[src/rtl/fp_add_sched_pkg.sv]
// Shared types and constants for the FP32 adder scheduler.
package fp_add_sched_pkg;

    typedef enum logic [1:0] {
        S_IDLE    = 2'd0,
        S_WAIT    = 2'd1,
        S_RESP    = 2'd2,
        S_RELEASE = 2'd3
    } state_t;

    localparam int          FP32_W    = 32;
    localparam logic [31:0] FP32_QNAN = 32'h7FC0_0000;

endpackage

[src/rtl/fp_add_sched_rr_arbiter.sv]
// Combinational round-robin picker: first requester after 'last', wrapping.
module rr_arbiter #(
    parameter int N = 4,
    localparam int IW = (N > 1) ? $clog2(N) : 1
) (
    input  logic [N-1:0]  req,
    input  logic [IW-1:0] last,
    output logic [N-1:0]  gnt,
    output logic [IW-1:0] idx,
    output logic          any
);

    int          t;
    logic [IW-1:0] p;

    always_comb begin
        gnt = '0;
        idx = '0;
        any = 1'b0;
        t   = 0;
        p   = '0;
        for (int k = 1; k <= N; k++) begin
            t = int'(last) + k;
            if (t >= N) t = t - N;
            p = IW'(t);
            if (!any && req[p]) begin
                any    = 1'b1;
                gnt[p] = 1'b1;
                idx    = p;
            end
        end
    end

endmodule

[src/rtl/fp_add_sched.sv]
// Shares one FP32 adder core (enable/done) among N_REQ requesters, one op at a time,
// with a timeout guarding both the wait for done and the wait for done to clear.
module fp_add_sched
    import fp_add_sched_pkg::*;
#(
    parameter int N_REQ   = 4,
    parameter int TIMEOUT = 64,
    localparam int IW = (N_REQ > 1) ? $clog2(N_REQ) : 1,
    localparam int CW = $clog2(TIMEOUT)
) (
    input  logic                     clk,
    input  logic                     rst_n,
    input  logic [N_REQ-1:0]         req_valid,
    input  logic [FP32_W*N_REQ-1:0]  req_dataa,
    input  logic [FP32_W*N_REQ-1:0]  req_datab,
    output logic [N_REQ-1:0]         req_ready,
    output logic [N_REQ-1:0]         resp_valid,
    output logic [FP32_W-1:0]        resp_result,
    output logic                     resp_err,
    output logic [FP32_W-1:0]        core_dataa,
    output logic [FP32_W-1:0]        core_datab,
    output logic                     core_enable,
    input  logic                     core_done,
    input  logic [FP32_W-1:0]        core_result
);

    state_t            state, state_nx;
    logic [IW-1:0]     last, gidx, arb_idx;
    logic [N_REQ-1:0]  arb_gnt;
    logic              arb_any;
    logic [CW-1:0]     cnt;
    logic              timeout_hit;
    logic [FP32_W-1:0] a_vec [N_REQ];
    logic [FP32_W-1:0] b_vec [N_REQ];

    for (genvar i = 0; i < N_REQ; i++) begin : g_unpack
        assign a_vec[i] = req_dataa[FP32_W*i +: FP32_W];
        assign b_vec[i] = req_datab[FP32_W*i +: FP32_W];
    end

    rr_arbiter #(.N(N_REQ)) u_arb (
        .req  (req_valid),
        .last (last),
        .gnt  (arb_gnt),
        .idx  (arb_idx),
        .any  (arb_any)
    );

    assign timeout_hit = (cnt == CW'(TIMEOUT - 1));

    always_ff @(posedge clk or negedge rst_n) begin
        if (!rst_n) state <= S_IDLE;
        else        state <= state_nx;
    end

    // In RELEASE a stuck-high done is abandoned after the timeout; no second response.
    always_comb begin
        state_nx = state;
        unique case (state)
            S_IDLE:    if (arb_any)                  state_nx = S_WAIT;
            S_WAIT:    if (core_done || timeout_hit) state_nx = S_RESP;
            S_RESP:                                  state_nx = S_RELEASE;
            S_RELEASE: if (!core_done || timeout_hit) state_nx = S_IDLE;
            default:                                 state_nx = S_IDLE;
        endcase
    end

    // Outputs are registered off the transition so each pulse lines up with the new state.
    always_ff @(posedge clk or negedge rst_n) begin
        if (!rst_n) begin
            last        <= IW'(N_REQ - 1);
            gidx        <= '0;
            cnt         <= '0;
            req_ready   <= '0;
            resp_valid  <= '0;
            resp_result <= '0;
            resp_err    <= 1'b0;
            core_dataa  <= '0;
            core_datab  <= '0;
            core_enable <= 1'b0;
        end else begin
            req_ready  <= '0;
            resp_valid <= '0;
            resp_err   <= 1'b0;
            if (state_nx != state) cnt <= '0;
            else if (cnt != '1)    cnt <= cnt + CW'(1);
            unique case (state)
                S_IDLE: if (arb_any) begin
                    req_ready   <= arb_gnt;
                    gidx        <= arb_idx;
                    core_dataa  <= a_vec[arb_idx];
                    core_datab  <= b_vec[arb_idx];
                    core_enable <= 1'b1;
                end
                S_WAIT: if (core_done) begin
                    resp_result <= core_result;
                    resp_valid  <= N_REQ'(1) << gidx;
                    core_enable <= 1'b0;
                end else if (timeout_hit) begin
                    resp_result <= FP32_QNAN;
                    resp_err    <= 1'b1;
                    resp_valid  <= N_REQ'(1) << gidx;
                    core_enable <= 1'b0;
                end
                S_RESP:  last <= gidx;
                default: ;
            endcase
        end
    end

endmodule
[config.mk]
export PLATFORM = sky130hd
export DESIGN_NAME = fp_add_sched
export DESIGN_NICKNAME = d
export VERILOG_FILES = /design/src/rtl/fp_add_sched_pkg.sv /design/src/rtl/fp_add_sched_rr_arbiter.sv /design/src/rtl/fp_add_sched.sv
export SDC_FILE = /design/constraint.sdc
export NUM_CORES = 1
export LEC_CHECK = 0
export ABC_AREA = 1
export CORE_ASPECT_RATIO = 1.75
export CORE_MARGIN = 5
export CORE_UTILIZATION = 25
export CTS_CLUSTER_SIZE = 8
export DETAILED_ROUTE_END_ITERATION = 16
export SYNTH_ARGS = -nofsm -noshare
export SYNTH_HDL_FRONTEND = slang
export SYNTH_SLANG_ARGS = --single-unit
[constraint.sdc]
create_clock -name clk -period 2.6 [get_ports clk]
set_input_delay 0.52 -clock clk [delete_from_list [all_inputs] [get_ports clk]]
set_output_delay 0.52 -clock clk [all_outputs]
set_load 0.05 [all_outputs]
==> results.sh <==
export IMPL_p_leak_nw=6.234
export IMPL_finalNetCount=1740
export IMPL_htree_levels=4
export IMPL_cts_sinks=118
export IMPL_outcome="complete, no violations"
export IMPL_crit_fanout=26
export IMPL_relSlewSlack_pct=58.84
export IMPL_die_h_um=237.7
export IMPL_endpoint_kind="flip-flop"
export IMPL_arrival_ns=2.77
export IMPL_ys_warn_count=0
export IMPL_viasPerCell=4.520
export IMPL_totalWireLength_um=31380
export IMPL_clock_skew_ns=0.008255
export IMPL_synth_edf_count=0
export IMPL_synth_seq_cells=118
export IMPL_antenna_found_initial=1
export IMPL_vias=8280
export IMPL_root_buffer="clkbuf_16"
export IMPL_drive_gt1_share_pct=8.282
export IMPL_cp_start_kind="flip-flop"
export IMPL_row_count=83
export IMPL_post_dp_hpwl_um=24410
export IMPL_dieArea_sq_um=33320
export IMPL_grt_pass1_wl_um=47270
export IMPL_grt_max_degree=57
export IMPL_finalSetupViolations=0
export IMPL_max_slew_worst_pin_slew_ns=0.6155
export IMPL_maxCapViolCount=0
export IMPL_final_common_cell="clkdlybuf4s50_1"
export IMPL_synthArstFlopShare_pct=100.0
export IMPL_hold_viol=0
export IMPL_clock_path_buffers=2
export IMPL_crit_required_ns=2.91
export IMPL_grt_overflow=0
export IMPL_power_w=0.01984
export IMPL_criticalPathCategory="flip-flop to flip-flop"
export IMPL_yosys_area_top_type="dfrtp_1"
export IMPL_synthFlopType="dfrtp_1"
export IMPL_gp_congestion=0.9162
export IMPL_first_pass_iters=5
export IMPL_synth_area_leaders="dfrtp_1 39%, nand2_1 16%, inv_1 10%"
export IMPL_syn2layout_area_growth_pct=72.68
export IMPL_hp_class="input port to async pin"
export IMPL_first_iter_violations=387
export IMPL_syn_nets=1334
export IMPL_r2r_slack_ns=0.14
export IMPL_drtAntennaViolNets=0
export IMPL_regArea_sq_um=2955
export IMPL_gr_usage_all_layers_pct=18.32
export IMPL_max_freq_ghz=0.4058
export IMPL_io_buffer_count=400
export IMPL_worst_slack_ns=0.1357
export IMPL_holdBufCountCts=0
export IMPL_clock_latency_ns=0.44
export IMPL_netlist_area_sq_um=7410
export IMPL_wl_per_cell_um=17.13
export IMPL_finalCritPeriodShare_pct=94.78
export IMPL_drv_slew=0
export IMPL_remaining_drc_errors=0
export IMPL_start_util_pct=25.30
export IMPL_ys_types=35
export IMPL_dp_slack_ns=-0.04444
export IMPL_final_cell_mix="399 x clkdlybuf4s50_1, 304 x nand2_1, 201 x inv_1, 151 x nand3_1, 116 x dfrtp_1"
export IMPL_fill_cells=2929
export IMPL_ys_seq_area_share_pct=39.89
export IMPL_final_min_clock_period_ns=2.464
export IMPL_synth_top_area_share_pct=39.18
export IMPL_io_pins=401
export IMPL_coreArea_sq_um=29290
export IMPL_ir_worst_vdd_uv=738.5
export IMPL_grt_pass1_vias=8466
export IMPL_cts_buffers=17
export IMPL_p_per_area_nw_per_um2=1550
export IMPL_avgSynthCellArea_sq_um=7.194
export IMPL_multi_input_area_sq_um=3393
export IMPL_rsz0062_at_grt="true"
export IMPL_clk_pin_slew_ns=0.06
export IMPL_cts_tree="yes"
export IMPL_synthCells=1030
export IMPL_dieWidth_um=140.1
## cell type report
cell class / count / share of cell area, %
Antenna cell: 1 / 0.01956
Clock buffer: 17 / 3.325
Clock inverter: 15 / 1.134
Inverter: 206 / 6.043
Multi-Input combinational cell: 645 / 26.52
Sequential cell: 118 / 23.10
Tap cell: 382 / 3.736
Timing Repair Buffer: 448 / 36.12
## worst paths after layout
check	cells past startpoint	startpoint	endpoint
min reg2reg	2	core_dataa[12]	core_dataa[12]
min in group clk	2	core_dataa[12]	core_dataa[12]
max in group asynchronous	2	rst_n	last[1]
max reg2reg	13	last[1]	core_datab[12]
max	13	last[1]	core_datab[12]
min	1	rst_n	core_dataa[21]
## registers in the layout, summed over array words and instances, names as in the netlist
| register | cells |
|---|---|
| core_dataa | 32 |
| resp_result | 32 |
| resp_err | 1 |
| core_datab | 32 |
| last | 2 |
| resp_valid | 4 |
| state | 2 |
| core_enable | 1 |
| req_ready | 4 |
| cnt | 6 |
| gidx | 2 |
## Yosys cell counts (2+ instances only)
cell	instances
inv_2	2
xor2_1	2
a21oi_1	8
buf_2	34
o211ai_1	69
nor2_1	15
o211ai_2	10
nand3_2	3
nand4_1	2
clkbuf_1	14
ha_1	9
buf_4	6
buf_1	2
nor2_4	3
nor3_1	5
nand3_1	151
clkinv_1	2
a22o_1	23
inv_1	202
nand2_2	7
dfstp_2	2
nand2_1	307
buf_6	4
o22ai_1	4
o22a_1	9
dfrtp_1	116
o21ai_0	11
## per-layer routing
layer,vias to the layer above,GRT usage [%],part of all wire [%]
met5,-,0,0
met4,0,8.463,4.0
met3,60,4.650,6.2
met2,316,33.04,53
met1,3807,19.92,37
li1,4097,-,-
## worst max-delay path, cell delays in order, from the launching register on
cell and delay, ns:
dfstp_2 0.53, inv_1 0.07, ha_4 0.30, inv_2 0.06, nand3_1 0.11, nand2_2 0.10, inv_2 0.09, o21ai_2 0.06
nand2_2 0.08, nand3_4 0.19, buf_12 0.22, buf_12 0.15, o211ai_1 0.27, nand3_1 0.10
## report_power, final
part | internal, W | switching, W | leakage [nW] | total (W)
registers | 0.00274 | 0.000526 | 1.45 | 0.00326
clock network | 0.00134 | 0.00101 | 0.271 | 0.00234
logic | 0.00534 | 0.00889 | 4.51 | 0.0142
## per-stage QoR
| stage | util (%) | TNS [ns] | hold WS (ns) | instances | cell area (sq um) |
|---|---|---|---|---|---|
| after CTS | 43.26 | 0 | 0.08390 | 1826 | 12670 |
| after global routing | 43.69 | -0.03316 | 0.1186 | 1832 | 12790 |
| after floorplan | - | 0 | 0.2244 | 1030 | 7410 |
| final | 43.69 | 0 | 0.08392 | 1832 | 12790 |
| after detailed placement | 41.31 | -0.06363 | 0.4671 | 1794 | 12100 |
| after global placement | 41.31 | -0.003887 | 0.4602 | 1794 | 12100 |
## logic make-up after synthesis
logic type | after synthesis | synth area share, %
buffers and inverters | 267 | 14.96
AOI/OAI and AO/OA | 138 | 14.47
DFF | 118 | 39.89
adders and majority gates | 9 | 1.520
xor gates and xnor gates | 2 | 0.2364
muxes | 1 | 0.1351
and+or+nand+nor | 495 | 28.79
## timing repair
action	CTS	global route
resized for setup	0	8
endpoints found under the setup margin	0	64
buffers inserted	0	2
Note: power is estimated with default switching activity, not from simulation.
